### config.mk
export PLATFORM = sky130hd
export DESIGN_NAME = code_lock_ctrl
export DESIGN_NICKNAME = d
export VERILOG_FILES = /design/src/rtl/code_lock_ctrl.sv
export SDC_FILE = /design/constraint.sdc
export NUM_CORES = 1
export LEC_CHECK = 0
export CAP_MARGIN = 0
export CELL_PAD_IN_SITES_DETAIL_PLACEMENT = 0
export CELL_PAD_IN_SITES_GLOBAL_PLACEMENT = 1
export CORE_MARGIN = 2
export CORE_UTILIZATION = 42
export CTS_CLUSTER_DIAMETER = 120
export CTS_CLUSTER_SIZE = 24
export DETAILED_ROUTE_END_ITERATION = 10
export PLACE_DENSITY = 0.91
export SYNTH_ARGS = -nofsm -noshare
export SYNTH_HDL_FRONTEND = slang
export SYNTH_SLANG_ARGS = --single-unit
### constraint.sdc
create_clock -name clk -period 4.8 [get_ports clk]
set_clock_uncertainty 0.1 [all_clocks]
set_input_delay 0.96 -clock clk [delete_from_list [all_inputs] [get_ports clk]]
set_output_delay 0.96 -clock clk [all_outputs]
set_load 0.01 [all_outputs]
### src/rtl/code_lock_ctrl.sv
// rtl/code_lock_ctrl.sv - keypad code lock controller with press filter, entry buffer and optional lockout
//
// Purpose:
//   Debounces a scanned keypad value into one digit event per press. Collects
//   up to DIGITS digits and checks them against a stored code on an enter
//   event. A match opens the lock for OPEN_CYCLES. A mismatch or short entry
//   pulses fail. An optional lockout phase follows MAX_FAIL consecutive
//   failures.
//
// Build option:
//   CODE_LOCK_LOCKOUT_EN - when defined, the LOCKOUT phase is compiled in.
//                          When undefined, locked is tied low and a failure
//                          always returns to IDLE.
//
// Ports:
//   clk          in   system clock, rising edge
//   rst          in   asynchronous active-high reset
//   key_data     in   [3:0] scanned key: 0 none, 1..9 digit, 10..15 ignored
//   enter_req    in   level, rising edge requests a code check
//   clear_req    in   level, rising edge clears the entry
//   code_ref     in   [4*DIGITS-1:0] stored code, most significant digit first
//   entry_buf    out  [4*DIGITS-1:0] entered digits, newest in the low nibble
//   digit_count  out  [3:0] number of digits held
//   unlock       out  high while the lock is open
//   fail         out  one-cycle pulse on a wrong or short code
//   locked       out  high during lockout

module code_lock_ctrl #(
    parameter int DIGITS        = 4,
    parameter int STABLE_CYCLES = 8,
    parameter int OPEN_CYCLES   = 16,
    parameter int MAX_FAIL      = 3,
    parameter int LOCK_CYCLES   = 64
) (
    input  logic                  clk,
    input  logic                  rst,
    input  logic [3:0]            key_data,
    input  logic                  enter_req,
    input  logic                  clear_req,
    input  logic [4*DIGITS-1:0]   code_ref,
    output logic [4*DIGITS-1:0]   entry_buf,
    output logic [3:0]            digit_count,
    output logic                  unlock,
    output logic                  fail,
    output logic                  locked
);

    localparam int SCW  = $clog2(STABLE_CYCLES + 1);
    localparam int TMAX = (OPEN_CYCLES > LOCK_CYCLES) ? OPEN_CYCLES : LOCK_CYCLES;
    localparam int TW   = $clog2(TMAX + 1);
    localparam int FW   = $clog2(MAX_FAIL + 1);

    typedef enum logic [2:0] {
        S_IDLE,
        S_ENTRY,
        S_CHECK,
        S_OPEN,
        S_FAILED,
        S_LOCKOUT
    } state_t;

    state_t state;
    state_t state_next;

    logic [4*DIGITS-1:0] entry_next;
    logic [3:0]          count_next;
    logic [TW-1:0]       timer;
    logic [TW-1:0]       timer_next;
    logic [FW-1:0]       fail_cnt;
    logic [FW-1:0]       fail_next;
    logic [FW-1:0]       fail_inc;

    // ------------------------------------------------------------------
    // Press filter
    // ------------------------------------------------------------------
    logic [3:0]     key_q;
    logic [SCW-1:0] stab_cnt;
    logic           armed;
    logic           key_same;
    logic           key_stable;
    logic           key_is_digit;
    logic           blocked;
    logic           digit_evt;

    assign key_same     = (key_data == key_q);
    assign key_stable   = key_same && (stab_cnt == SCW'(STABLE_CYCLES - 1));
    assign key_is_digit = (key_q != 4'd0) && (key_q <= 4'd9);
    assign blocked      = (state == S_OPEN) || (state == S_FAILED) || (state == S_LOCKOUT);
    assign digit_evt    = armed && key_stable && key_is_digit && !blocked;

    always_ff @(posedge clk or posedge rst) begin
        if (rst) begin
            key_q    <= 4'd0;
            stab_cnt <= '0;
            armed    <= 1'b0;
        end else begin
            if (!key_same) begin
                key_q    <= key_data;
                stab_cnt <= '0;
            end else if (stab_cnt != SCW'(STABLE_CYCLES - 1)) begin
                stab_cnt <= stab_cnt + 1'b1;
            end

            // Disarm after every accepted press, and keep the filter disarmed
            // while the lock is busy. Re-arm only on a stable released key.
            // Re-arming is level-based so a key already released during a
            // busy phase re-arms as soon as the phase ends.
            if (blocked || digit_evt) begin
                armed <= 1'b0;
            end else if (key_stable && (key_q == 4'd0)) begin
                armed <= 1'b1;
            end
        end
    end

    // ------------------------------------------------------------------
    // Enter / clear edge detection
    // ------------------------------------------------------------------
    logic enter_q;
    logic enter_q2;
    logic clear_q;
    logic clear_q2;
    logic enter_evt;
    logic clear_evt;

    always_ff @(posedge clk or posedge rst) begin
        if (rst) begin
            enter_q  <= 1'b0;
            enter_q2 <= 1'b0;
            clear_q  <= 1'b0;
            clear_q2 <= 1'b0;
        end else begin
            enter_q  <= enter_req;
            enter_q2 <= enter_q;
            clear_q  <= clear_req;
            clear_q2 <= clear_q;
        end
    end

    assign enter_evt = enter_q && !enter_q2;
    assign clear_evt = clear_q && !clear_q2;

    // ------------------------------------------------------------------
    // FSM and datapath registers
    // ------------------------------------------------------------------
    always_ff @(posedge clk or posedge rst) begin
        if (rst) begin
            state       <= S_IDLE;
            entry_buf   <= '0;
            digit_count <= 4'd0;
            timer       <= '0;
            fail_cnt    <= '0;
        end else begin
            state       <= state_next;
            entry_buf   <= entry_next;
            digit_count <= count_next;
            timer       <= timer_next;
            fail_cnt    <= fail_next;
        end
    end

    assign fail_inc = (fail_cnt == FW'(MAX_FAIL)) ? fail_cnt : fail_cnt + 1'b1;

    always_comb begin
        state_next = state;
        entry_next = entry_buf;
        count_next = digit_count;
        timer_next = timer;
        fail_next  = fail_cnt;

        case (state)
            S_IDLE: begin
                if (digit_evt) begin
                    entry_next      = '0;
                    entry_next[3:0] = key_q;
                    count_next      = 4'd1;
                    state_next      = S_ENTRY;
                end
            end

            S_ENTRY: begin
                // Priority clear > enter > digit; losers are simply dropped.
                if (clear_evt) begin
                    entry_next = '0;
                    count_next = 4'd0;
                    state_next = S_IDLE;
                end else if (enter_evt) begin
                    state_next = S_CHECK;
                end else if (digit_evt && (digit_count != 4'(DIGITS))) begin
                    entry_next      = entry_buf << 4;
                    entry_next[3:0] = key_q;
                    count_next      = digit_count + 4'd1;
                end
            end

            S_CHECK: begin
                // The compare uses the current registers. The entry is wiped
                // on the way out, so it reads zero in OPEN and FAILED.
                entry_next = '0;
                count_next = 4'd0;
                timer_next = '0;
                if ((digit_count == 4'(DIGITS)) && (entry_buf == code_ref)) begin
                    state_next = S_OPEN;
                end else begin
                    state_next = S_FAILED;
                end
            end

            S_OPEN: begin
                fail_next = '0;
                if (timer == TW'(OPEN_CYCLES - 1)) begin
                    timer_next = '0;
                    state_next = S_IDLE;
                end else begin
                    timer_next = timer + 1'b1;
                end
            end

            S_FAILED: begin
                fail_next  = fail_inc;
                timer_next = '0;
`ifdef CODE_LOCK_LOCKOUT_EN
                if (fail_inc == FW'(MAX_FAIL)) begin
                    state_next = S_LOCKOUT;
                end else begin
                    state_next = S_IDLE;
                end
`else
                state_next = S_IDLE;
`endif
            end

            S_LOCKOUT: begin
`ifdef CODE_LOCK_LOCKOUT_EN
                if (timer == TW'(LOCK_CYCLES - 1)) begin
                    timer_next = '0;
                    fail_next  = '0;
                    state_next = S_IDLE;
                end else begin
                    timer_next = timer + 1'b1;
                end
`else
                state_next = S_IDLE;
`endif
            end

            default: begin
                state_next = S_IDLE;
            end
        endcase
    end

    // ------------------------------------------------------------------
    // Outputs decoded from the state register
    // ------------------------------------------------------------------
    assign unlock = (state == S_OPEN);
    assign fail   = (state == S_FAILED);
`ifdef CODE_LOCK_LOCKOUT_EN
    assign locked = (state == S_LOCKOUT);
`else
    assign locked = 1'b0;
`endif

endmodule
-- Word-level counts from Yosys, hierarchy flattened
Index checks and enable logic that the tools add are counted.
- div/mod/pow operators: 0
- bitwise gates (word level): 0
- add/sub/neg operators: 3
- equality and inequality tests: 18
- $mul: 0
- $lt $le $gt $ge: 1
- shift-type cells: 0
- reduce and logical (&&, ||, !) cells: 25
- multiplexer cells: 22
- operator list (kind ; count):
    16-bit 2-to-1 mux ; 4
    16-bit case mux with 3 select lines ; 1
    4-bit 2-to-1 mux ; 6
    16-bit == test ; 1
    3-bit 2-to-1 mux ; 5
    7-bit case mux with 2 select lines ; 1
    3-bit case mux with 4 select lines ; 1
    4-bit case mux with 3 select lines ; 1
    1-bit logical AND ; 10
    3-bit inequality test (second input constant) ; 3
    4-bit by 1-bit adder with 4-bit output (second input constant) ; 2
    4-bit by 3-bit == test with 1-bit output (second input constant) ; 2
    4-bit by 3-bit inequality test with 1-bit output (second input constant) ; 2
    7-bit by 1-bit adder with 7-bit output (second input constant) ; 1
    7-bit by 4-bit == test with 1-bit output (second input constant) ; 1
    7-bit 2-to-1 mux ; 1
    3-bit by 2-bit == test with 1-bit output (second input constant) ; 2
    3-bit == test (second input constant) ; 2
    4-bit == test ; 1
    4-bit <= comparator (second input constant) ; 1
    4-bit logical NOT ; 1
    2-bit by 1-bit inequality test with 1-bit output (second input constant) ; 2
    4-bit AND reduction ; 1
    2-bit nonzero test ; 2
    other kinds (10) ; 15
- memory bits (writable): 0
- latch bits: 0
- memory bits (read-only): 0
- memories: 0
- register bits after elaboration: 43

-- Logic depth before layout (Yosys ltp)
Gate-level depths: netlist of the first run.
- depth after elaboration: 10
- mapped depth: 8
- gate-level depth less buffers: 7

-- Worst setup path after synthesis of the first run
Ideal clock, no wire load.
- kind: input-to-reg
- from: in key_data[0]
- to: reg digit_count[3]
- data arrival time: 2310 ps
- path slack: 2264 ps
- setup time: 126 ps
- stages on the path: 6
- required time: 4574 ps
- cell sequence: xnor2_2 nand4_4 or3_4 a21boi_4 buf_6 a221o_1
- word-level cells in the longest chain between the ends: 8
- elaborated cells between the ends (all ways): 9
- those cells by class: eq/ne: 3; reduce/logical: 6
- ends and longest elaborated chain (element ; RTL line ; source):
    start: declaration ; 37 ; input logic [3:0] key_data,
    4-bit == test (*) ; 85 ; assign key_same = (key_data == key_q);
    1-bit logical AND (*) ; 86 ; assign key_stable = key_same && (stab_cnt == SCW'(STABLE_CYCLES - 1));
    1-bit logical AND (*) (3 in series) ; 89 ; assign digit_evt = armed && key_stable && key_is_digit && !blocked;
    1-bit logical AND ; 189 ; end else if (digit_evt && (digit_count != 4'(DIGITS))) begin
    3-bit inequality test (no line) ; - ;
    4-bit AND reduction (no line) (*) ; - ;
    end signal: assignment ; 156 ; digit_count <= count_next;
    end: declaration ; 42 ; output logic [3:0] digit_count,
Every way passes the cells marked *; elsewhere a longest branch is shown, timed or not.
A chain may end at the register's enable or synchronous reset.

-- Final worst setup path of the first run
- from: reg state[1]
- to: out unlock
- word-level cells in the longest chain between the ends: 1
- ends and longest elaborated chain (element ; RTL line ; source):
    start: declaration ; 62 ; state_t state;
    start signal: assignment ; 154 ; state <= state_next;
    3-bit by 2-bit == test with 1-bit output ; 256 ; assign unlock = (state == S_OPEN);
    end: declaration ; 43 ; output logic unlock,
No other way between the ends.

==> results.sh, run 1 <==
export IMPL_outcome="finished, final reports clean"
export IMPL_drive_gt1_share_pct=6.50
export IMPL_yosysWarnings=0
export IMPL_grt_antenna_before_repair=0
export IMPL_drv_slew=0
export IMPL_place_detailed_hpwl_um=3250
export IMPL_grt_start_max_net_pins=44
export IMPL_critPathTopFamily="buffers and inverters"
export IMPL_die_width_um=75.6
export IMPL_numCtsBuffers=5
export IMPL_fin_crit_sh_pct=63.2
export IMPL_cts_resized=0
export IMPL_hold_buffers=0
export IMPL_vias=1628
export IMPL_setup_tns_final_ps=0
export IMPL_first_iter_violations=87
export IMPL_cts_tree="done"
export IMPL_core_sq_mm=0.00504
export IMPL_ant_nets=0
export IMPL_p_leak_nw=1.15
export IMPL_avgSynthCellArea_sq_um=10.7
export IMPL_ys_seq_area_share_pct=50.0
export IMPL_synth_seq_cells=43
export IMPL_arrival_ps=1970
export IMPL_num_nets_final=273
export IMPL_fin_ws_ps=1770
export IMPL_port_buffers=45
export IMPL_yosysUniqueCellTypes=42
export IMPL_insertion_delay_ps=290
export IMPL_final_common_cell="clkdlybuf4s50_1"
export IMPL_power_density_mw_per_mm2=233
export IMPL_netlist_area_sq_mm=0.00215
export IMPL_syn2layout_area_growth_pct=27.1
export IMPL_cap_violations=0
export IMPL_syn_nets=230
export IMPL_fin_area_sq_mm=0.00274
export IMPL_cp_required_ps=3740
export IMPL_hold_viol_final=0
export IMPL_root_buffer="clkbuf_8"
export IMPL_die_h_um=75.6
export IMPL_path_cells="nor2b_1 > nand2_1 > inv_1 > clkdlybuf4s50_1"
export IMPL_grt_overflow=0
export IMPL_slew_headroom_pct=38.8
export IMPL_tightest_slew_ps=905
export IMPL_fin_crit_ps=3030
export IMPL_rsz0062_at_grt="no"
export IMPL_fmax_mhz=330
export IMPL_worstHoldPathType="flip-flop to flip-flop"
export IMPL_pin_count=47
export IMPL_worst_path_buf_inv=2
export IMPL_path_clk_slew_ps=80
export IMPL_drt_first_pass_iters=4
export IMPL_hold_depth=0
export IMPL_placed_cell_area_sq_mm=0.00265
export IMPL_grt_pass1_vias=1572
export IMPL_vias_per_cell=5.15
export IMPL_cts_sinks=43
export IMPL_rows=26
export IMPL_setup_viol=0
export IMPL_syn_inst=202
export IMPL_critPathLaunchType="flip-flop"
export IMPL_final_cell_mix="45 x clkdlybuf4s50_1, 43 x dfrtp_1, 18 x a22o_1, 17 x xnor2_1, 15 x nand2_1"
export IMPL_drc_errors=0
export IMPL_gp_congestion=0.742
export IMPL_htree_levels=2
export IMPL_critPathMaxFanout=11
export IMPL_grt_pass1_wl_um=7410
export IMPL_end_kind="primary output"
export IMPL_critical_path_max_stage_delay_ps=570
export IMPL_place_ws_ps=1460
export IMPL_ir_drop_uv=159
export IMPL_worstSetupPathType="flip-flop to primary output"
export IMPL_ff2ff_path_depth=6
export IMPL_die_area_sq_mm=0.00572
export IMPL_routed_wirelength_um=4410
export IMPL_critPathSlowestCell="clkdlybuf4s50_1"
export IMPL_clockBufferDepth=2
export IMPL_initial_core_util_pct=42.7
export IMPL_cp_depth=4
export IMPL_wl_per_cell_um=14.0
export IMPL_antenna_cells=0
export IMPL_postCtsSetupBuffers=0
export IMPL_track_usage_pct=17.4
layout make-up:
cell class | count | area [sq um]
clock buffer | 6 | 72.6
multi-input combinational | 142 | 1000
inverter | 6 | 22.5
sequential | 43 | 1080
fill | 462 | 2310
clock inverter | 2 | 12.5
tap | 70 | 87.6
timing repair buffer | 47 | 465
flip-flops by register name (all words and copies together), names as in the netlist:
signal and cells:
armed 1, clear_q 1, clear_q2 1, digit_count 4, enter_q 1, enter_q2 1, entry_buf 16, key_q 4
stab_cnt 4, state 3, timer 7
worst reg2reg max path, cell delays in order, from the launching register on:
cell and delay, ps:
dfrtp_1 390, ha_1 230, and3b_1 200, nand4_1 130, or3_4 410, nor2_1 680, a22o_1 230
path summary, 6_finish.rpt:
kind                              from  slack [ps]              to
max                           state[1]        1770          unlock
min                            clear_q         280        clear_q2
max reg2reg                stab_cnt[0]        2360  digit_count[1]
min reg2reg                    clear_q         280        clear_q2
max in group asynchronous          rst        3240   entry_buf[10]
min in group asynchronous          rst        1000  digit_count[3]
cells by family after synthesis:
kind of cell	after synthesis	synth area share [%]
adders and majority gates	4	2.32
and+or+nand+nor	69	17.3
buffers and inverters	17	3.60
AOI/OAI and AO/OA	44	15.5
DFF	43	50.0
other	1	0.174
xor gates and xnor gates	24	11.2
stage by stage:
stage / std cells / util [%] / hold WS (ps) / power (mW)
after floorplan: 202 / - / 247 / 0.400
after global placement: 308 / 52.6 / 267 / 0.424
after detailed placement: 308 / 52.6 / 265 / 0.425
after CTS: 316 / 54.3 / 283 / 0.647
after global routing: 316 / 54.3 / 292 / 0.662
final: 316 / 54.3 / 276 / 0.639
where the power goes:
part	internal [mW]	total, mW	switching (mW)
Clock	0.102	0.223	0.121
Sequential	0.366	0.369	0.00352
Combinational	0.0277	0.0471	0.0194
cells in the mapped netlist, drive strengths merged:
cell type / instances / area (sq um)
dfrtp: 43 / 1080
xnor2: 21 / 214
a22o: 18 / 158
nand2: 15 / 56.3
nor2: 14 / 52.6
o21ai: 10 / 50.0
nand3: 8 / 40.0
clkbuf: 7 / 26.3
nor3: 7 / 35.0
inv: 6 / 22.5
nand4: 5 / 46.3
a21oi: 4 / 20.0
buf: 4 / 28.8
ha: 4 / 50.1
a31oi: 3 / 18.8
and2: 3 / 18.8
nand2b: 3 / 18.8
xor2: 3 / 26.3
and3: 2 / 12.5
nand3b: 2 / 15.0
nor2b: 2 / 12.5
o41ai: 2 / 17.5
or3: 2 / 17.5
or4: 2 / 15.0
a21boi: 1 / 18.8
a21o: 1 / 7.51
a221o: 1 / 10.0
a22oi: 1 / 7.51
and3b: 1 / 8.76
conb: 1 / 3.75
nand4b: 1 / 8.76
nor4b: 1 / 8.76
o2111a: 1 / 11.3
o22ai: 1 / 6.26
o31ai: 1 / 7.51
or2: 1 / 6.26
metal layers:
layer / vias to the layer above / GRT usage (%) / part of all wire, %
met3: 8 / 3.84 / 3.5
met5: - / 0 / 0
met1: 794 / 24.1 / 48
met4: 0 / 6.82 / 1.5
li1: 798 / - / -
met2: 28 / 26.7 / 47
No activity file was read; power rests on OpenSTA's default activity.
==> inputs of run 2 (changes only) <==
--- a/config.mk
+++ b/config.mk
@@ -9,11 +9,11 @@
 export CELL_PAD_IN_SITES_DETAIL_PLACEMENT = 0
 export CELL_PAD_IN_SITES_GLOBAL_PLACEMENT = 1
 export CORE_MARGIN = 2
-export CORE_UTILIZATION = 42
+export CORE_UTILIZATION = 39
 export CTS_CLUSTER_DIAMETER = 120
 export CTS_CLUSTER_SIZE = 24
 export DETAILED_ROUTE_END_ITERATION = 10
-export PLACE_DENSITY = 0.91
+export PLACE_DENSITY = 0.85
 export SYNTH_ARGS = -nofsm -noshare
 export SYNTH_HDL_FRONTEND = slang
 export SYNTH_SLANG_ARGS = --single-unit
==> constraint.sdc (replaced) <==
create_clock -name clk -period 3.1 [get_ports clk]
set_clock_uncertainty 0.1 [all_clocks]
set_input_delay 0.62 -clock clk [delete_from_list [all_inputs] [get_ports clk]]
set_output_delay 0.62 -clock clk [all_outputs]
set_load 0.01 [all_outputs]
==> run 2 against run 1 <==
Net effect: combinational power rose by 56%; via count up 1.0%; non-clock buffer count is 1 higher; core utilization down 3.1 points; cell area up 1.1%; sequential cell count is the same; sequential share of layout area shrank 0.44 points; total power grew 68%; routed wire length is essentially flat; critical endpoint unchanged; largest power group unchanged.
==> results.sh, run 2 (synthesis gave the netlist of run 1 again) <==
export IMPL_power_frac_comb_pct=6.9
export IMPL_critPathLaunchType="flip-flop"
export IMPL_worstSetupPathType="flip-flop to primary output"
export IMPL_power_frac_seq_pct=53.4
export IMPL_place_ws_ps=349
export IMPL_arrival_ps=1990
export IMPL_vias=1645
export IMPL_end_kind="primary output"
export IMPL_outcome="finished, final reports clean"
export IMPL_routed_wirelength_um=4410
export IMPL_root_buffer="clkbuf_8"
export IMPL_fin_crit_ps=2710
export IMPL_die_h_um=78.3
export IMPL_power_mw=1.07
export IMPL_final_common_cell="clkdlybuf4s50_1"
export IMPL_core_sq_mm=0.00541
export IMPL_grt_overflow=0
export IMPL_largest_register="entry_buf"
export IMPL_hold_viol_final=0
export IMPL_drv_slew=0
export IMPL_rsz0062_at_grt="no"
export IMPL_final_cell_mix="45 x clkdlybuf4s50_1, 43 x dfrtp_1, 18 x a22o_1, 17 x xnor2_1, 15 x nand2_1"
export IMPL_grt_pass1_wl_um=7560
export IMPL_cp_required_ps=2380
export IMPL_r2r_slack_ps=910
export IMPL_gp_congestion=0.781
export IMPL_ir_drop_uv=248
export IMPL_port_buffers=45
export IMPL_clockBufferDepth=2
export IMPL_syn2layout_area_growth_pct=28.5
export IMPL_grt_start_max_net_pins=44
export IMPL_switching_share_pct=21.1
export IMPL_track_usage_pct=15.6
export IMPL_drc_errors=0
export IMPL_first_iter_violations=108
export IMPL_fmax_mhz=370
export IMPL_wl_per_cell_um=13.9
export IMPL_pin_count=47
export IMPL_vias_per_cell=5.17
export IMPL_clkPwrFrac_pct=39.8
export IMPL_numCtsBuffers=5
export IMPL_cts_sinks=43
export IMPL_slew_headroom_pct=47.9
export IMPL_cts_resized=0
export IMPL_setup_tns_final_ps=0
export IMPL_internal_power_mw=0.845
export IMPL_grt_use_met2_pct=24.5
export IMPL_grt_busiest_layer="met2"
export IMPL_p_leak_nw=1.16
export IMPL_ff2ff_path_depth=6
export IMPL_reg_top3="entry_buf: 16 flops, timer: 7 flops"
export IMPL_place_detailed_hpwl_um=3230
export IMPL_power_density_mw_per_mm2=387
export IMPL_fin_crit_sh_pct=87.3
export IMPL_fin_area_sq_mm=0.00277
export IMPL_drive_gt1_share_pct=6.91
export IMPL_worstHoldPathType="flip-flop to flip-flop"
export IMPL_path_clk_slew_ps=80
export IMPL_grt_pass1_vias=1571
export IMPL_hold_depth=0
export IMPL_grt_util_met3_pct=3.56
export IMPL_cap_violations=0
export IMPL_initial_core_util_pct=39.8
export IMPL_grt_antenna_before_repair=0
export IMPL_fin_ws_ps=395
export IMPL_hold_buffers=0
export IMPL_ant_nets=0
export IMPL_cts_tree="done"
export IMPL_largest_register_ffs=16
export IMPL_num_nets_final=274
export IMPL_htree_levels=2
export IMPL_placed_cell_area_sq_mm=0.00266
export IMPL_use_met1_pct=21.6
export IMPL_postCtsSetupBuffers=0
export IMPL_drt_first_pass_iters=6
export IMPL_die_width_um=78.3
export IMPL_netSwitchingPower_mw=0.226
export IMPL_critPathMaxFanout=11
export IMPL_insertion_delay_ps=300
export IMPL_setup_viol=0
export IMPL_rows=27
export IMPL_antenna_cells=0
export IMPL_die_area_sq_mm=0.00613
export IMPL_tightest_slew_ps=772
-- run 2: worst paths after layout --
check                            start             end
max                           state[1]          unlock
min                            clear_q        clear_q2
max reg2reg                stab_cnt[0]  digit_count[3]
min reg2reg                    clear_q        clear_q2
max in group asynchronous          rst    entry_buf[2]
min in group asynchronous          rst  digit_count[3]
-- run 2: through the flow --
stage / cells / util [%] / hold WS, ps
6_report: 318 / 51.2 / 284
5_1_grt: 318 / 51.2 / 298
4_1_cts: 318 / 51.2 / 291
3_5_place_dp: 311 / 49.2 / 274
3_3_place_gp: 311 / 49.2 / 273
2_1_floorplan: 202 / - / 247
-- run 2: area by class of cell --
class | count | area [sq um]
Fill cell | 510 | 2640
Sequential cell | 43 | 1080
Multi-Input combinational cell | 142 | 1000
Timing Repair Buffer | 48 | 473
Tap cell | 72 | 90.1
Clock buffer | 5 | 68.8
Clock inverter | 2 | 37.5
Inverter | 6 | 22.5
-- run 2: worst max-delay path: stages, from the launching register on --
cell             delay [ps]
dfrtp_1                 550
nor2b_1                 220
nand2_1                 140
inv_1                   210
clkdlybuf4s50_1         570
-- run 2: per-layer routing --
metal / wire (um) / part of all wire, %
met1: 2030 / 46
met2: 2090 / 47
met3: 230 / 5.2
met4: 55 / 1.2
met5: 0 / 0
-- run 2: power by group through the flow --
stage | Sequential [mW] | Clock [mW] | Combinational [mW]
after floorplan | 0.582 | 0 | 0.0375
after global placement | 0.583 | 0 | 0.0743
after detailed placement | 0.583 | 0 | 0.0748
after CTS | 0.572 | 0.437 | 0.0752
after global routing | 0.573 | 0.462 | 0.0812
final | 0.572 | 0.426 | 0.0735
==> inputs of run 3 (changes only) <==
--- a/config.mk
+++ b/config.mk
@@ -5,11 +5,12 @@
 export SDC_FILE = /design/constraint.sdc
 export NUM_CORES = 1
 export LEC_CHECK = 0
+export ABC_AREA = 1
 export CAP_MARGIN = 0
 export CELL_PAD_IN_SITES_DETAIL_PLACEMENT = 0
 export CELL_PAD_IN_SITES_GLOBAL_PLACEMENT = 1
 export CORE_MARGIN = 2
-export CORE_UTILIZATION = 39
+export CORE_UTILIZATION = 37
 export CTS_CLUSTER_DIAMETER = 120
 export CTS_CLUSTER_SIZE = 24
 export DETAILED_ROUTE_END_ITERATION = 10
==> run 3 against run 2 <==
Net effect: global-route usage fell by 0.32 points; highest routed layer unchanged; core utilization fell by 3.5 points; synthesized area rose by 13%; critical path type unchanged.
==> results.sh, run 3 <==
export IMPL_outcome="finished, final reports clean"
export IMPL_largest_register_ffs=16
export IMPL_fin_ws_ps=707
export IMPL_grt_pass1_wl_um=8980
export IMPL_wl_per_cell_um=11.6
export IMPL_postCtsSetupBuffers=0
export IMPL_r2r_slack_ps=1190
export IMPL_gp_congestion=0.744
export IMPL_synth_top_area_share_pct=44.4
export IMPL_clockBufferDepth=2
export IMPL_rsz0062_at_grt="no"
export IMPL_core_sq_mm=0.00635
export IMPL_htree_levels=2
export IMPL_power_mw=1.03
export IMPL_hold_buffers=0
export IMPL_final_cell_mix="89 x nand2_1, 46 x inv_1, 45 x clkdlybuf4s50_1, 43 x dfrtp_1, 39 x nor2_1"
export IMPL_largest_register="entry_buf"
export IMPL_reg_top3="entry_buf: 16 flops, timer: 7 flops"
export IMPL_drc_errors=0
export IMPL_numCtsBuffers=5
export IMPL_synth_area_leaders="dfrtp_1 44%, nand2_1 14%, inv_1 7.1%, nand3_1 6.4%, nor2_1 6.0%"
export IMPL_critPathLaunchType="flip-flop"
export IMPL_port_buffers=45
export IMPL_async_reset_ff_share_pct=100
export IMPL_pin_count=47
export IMPL_avgSynthCellArea_sq_um=7.48
export IMPL_drive_gt1_share_pct=7.05
export IMPL_fmax_mhz=418
export IMPL_regArea_sq_mm=0.00108
export IMPL_hold_viol_final=0
export IMPL_vias=2097
export IMPL_grt_start_max_net_pins=44
export IMPL_r2r_end="entry_buf[14]"
export IMPL_num_nets_final=396
export IMPL_multi_input_area_sq_mm=0.00109
export IMPL_worstSetupPathType="flip-flop to primary output"
export IMPL_synth_top_area_cell="dfrtp_1"
export IMPL_endpoint="fail"
export IMPL_ant_nets=0
export IMPL_netlist_area_sq_mm=0.00242
export IMPL_setup_viol=0
export IMPL_fin_crit_sh_pct=77.2
export IMPL_track_usage_pct=15.3
export IMPL_place_detailed_hpwl_um=3780
export IMPL_synth_edf_count=0
export IMPL_timing_rr_start="digit_count[0]"
export IMPL_syn_nets=352
export IMPL_placed_cell_area_sq_mm=0.00293
export IMPL_tightest_slew_ps=553
export IMPL_hold_depth=0
export IMPL_ir_drop_uv=183
export IMPL_syn_inst=324
export IMPL_die_h_um=84.9
export IMPL_initial_core_util_pct=38.2
export IMPL_synthTopCellsByCount="89 x nand2_1, 46 x inv_1, 43 x dfrtp_1"
export IMPL_ff2ff_path_depth=10
export IMPL_synth_seq_cells=43
export IMPL_routed_wirelength_um=5150
export IMPL_root_buffer="clkbuf_8"
export IMPL_dominantRegCellSynth="dfrtp_1"
export IMPL_p_leak_nw=1.48
export IMPL_critPathMaxFanout=5
export IMPL_grt_antenna_before_repair=0
export IMPL_fin_area_sq_mm=0.00303
export IMPL_slew_headroom_pct=63.1
export IMPL_die_area_sq_mm=0.00721
export IMPL_cts_sinks=43
export IMPL_insertion_delay_ps=290
export IMPL_drt_first_pass_iters=4
export IMPL_first_iter_violations=126
export IMPL_grt_overflow=0
export IMPL_yosysUniqueCellTypes=31
export IMPL_worstHoldPathType="flip-flop to flip-flop"
export IMPL_vias_per_cell=4.70
export IMPL_antenna_cells=0
export IMPL_drv_slew=0
export IMPL_path_clk_slew_ps=80
export IMPL_arrival_ps=1670
export IMPL_fin_util_pct=47.7
export IMPL_die_width_um=84.9
export IMPL_cp_required_ps=2380
export IMPL_setup_tns_final_ps=0
export IMPL_power_density_mw_per_mm2=340
export IMPL_fin_crit_ps=2390
export IMPL_ys_seq_area_share_pct=44.4
export IMPL_setup_worst_path_start="state[1]"
export IMPL_syn2layout_area_growth_pct=24.9
export IMPL_cts_resized=0
export IMPL_end_kind="primary output"
export IMPL_yosysMostFrequentCell="nand2_1"
export IMPL_rows=29
export IMPL_final_common_cell="nand2_1"
export IMPL_n_fill_cell=644
export IMPL_place_ws_ps=670
export IMPL_grt_pass1_vias=1944
export IMPL_cap_violations=0
export IMPL_cts_tree="done"
export IMPL_yosysWarnings=0
[run 3: cell types whose count changed after synthesis, moves of 3 or more]
cell	previous run	this run
nor2_1	14	39
or2_2	0	3
inv_1	6	46
xor2_1	3	7
xnor2_2	4	0
nand2b_1	3	0
xnor2_1	17	8
nand3_1	8	31
and2_1	3	0
a31oi_1	3	0
a22o_1	18	0
nand2_1	15	89
[run 3: kinds of logic after synthesis]
kind of cell | synth area share, %
AOI/OAI and AO/OA | 5.68
buffers and inverters | 10.5
and+or+nand+nor | 31.8
adders and majority gates | 2.07
DFF | 44.4
xor gates and xnor gates | 5.42
other | 0.155
[run 3: where the power goes]
| group | internal [mW] | switching, mW | total (mW) | leakage [nW] |
|---|---|---|---|---|
| clock | 0.203 | 0.180 | 0.384 | 0.0515 |
| combinational | 0.0396 | 0.0343 | 0.0739 | 0.847 |
| sequential | 0.566 | 0.00438 | 0.571 | 0.582 |
[run 3: per-layer routing]
layer  global-route usage (%)  up-vias  share of wire [%]
met2                     26.1       42                 49
li1                         -     1085                  -
met4                     3.90        0                1.1
met5                        0        -                  0
met3                     3.11        5                4.1
met1                     19.9      965                 46
[run 3: worst max-delay path, stage by stage, from the launching register on]
cell and delay (ps):
dfrtp_1 440, nor2_1 140, inv_1 70, nor2_1 160, clkdlybuf4s50_1 570
[run 3: per-stage QoR]
step	instances	hold slack, ps
floorplan	324	254
global placement	438	273
detailed placement	438	268
CTS	446	286
global route	446	297
finish	446	281
[run 3: cell type report]
| cell class | count | share of cell area (%) |
|---|---|---|
| multi-input combinational | 221 | 36.1 |
| sequential | 43 | 35.6 |
| timing repair buffer | 49 | 15.9 |
| inverter | 48 | 5.95 |
| clock buffer | 8 | 3.31 |
| tap | 77 | 3.18 |
[run 3: how the worst min path moves through the flow]
stage	startpoint	slack [ps]	end
2_1_floorplan	clear_q	250	clear_q2
3_3_place_gp	enter_q	270	enter_q2
3_5_place_dp	enter_q	270	enter_q2
4_1_cts	enter_q	290	enter_q2
5_1_grt	enter_q	300	enter_q2
6_report	enter_q	280	enter_q2
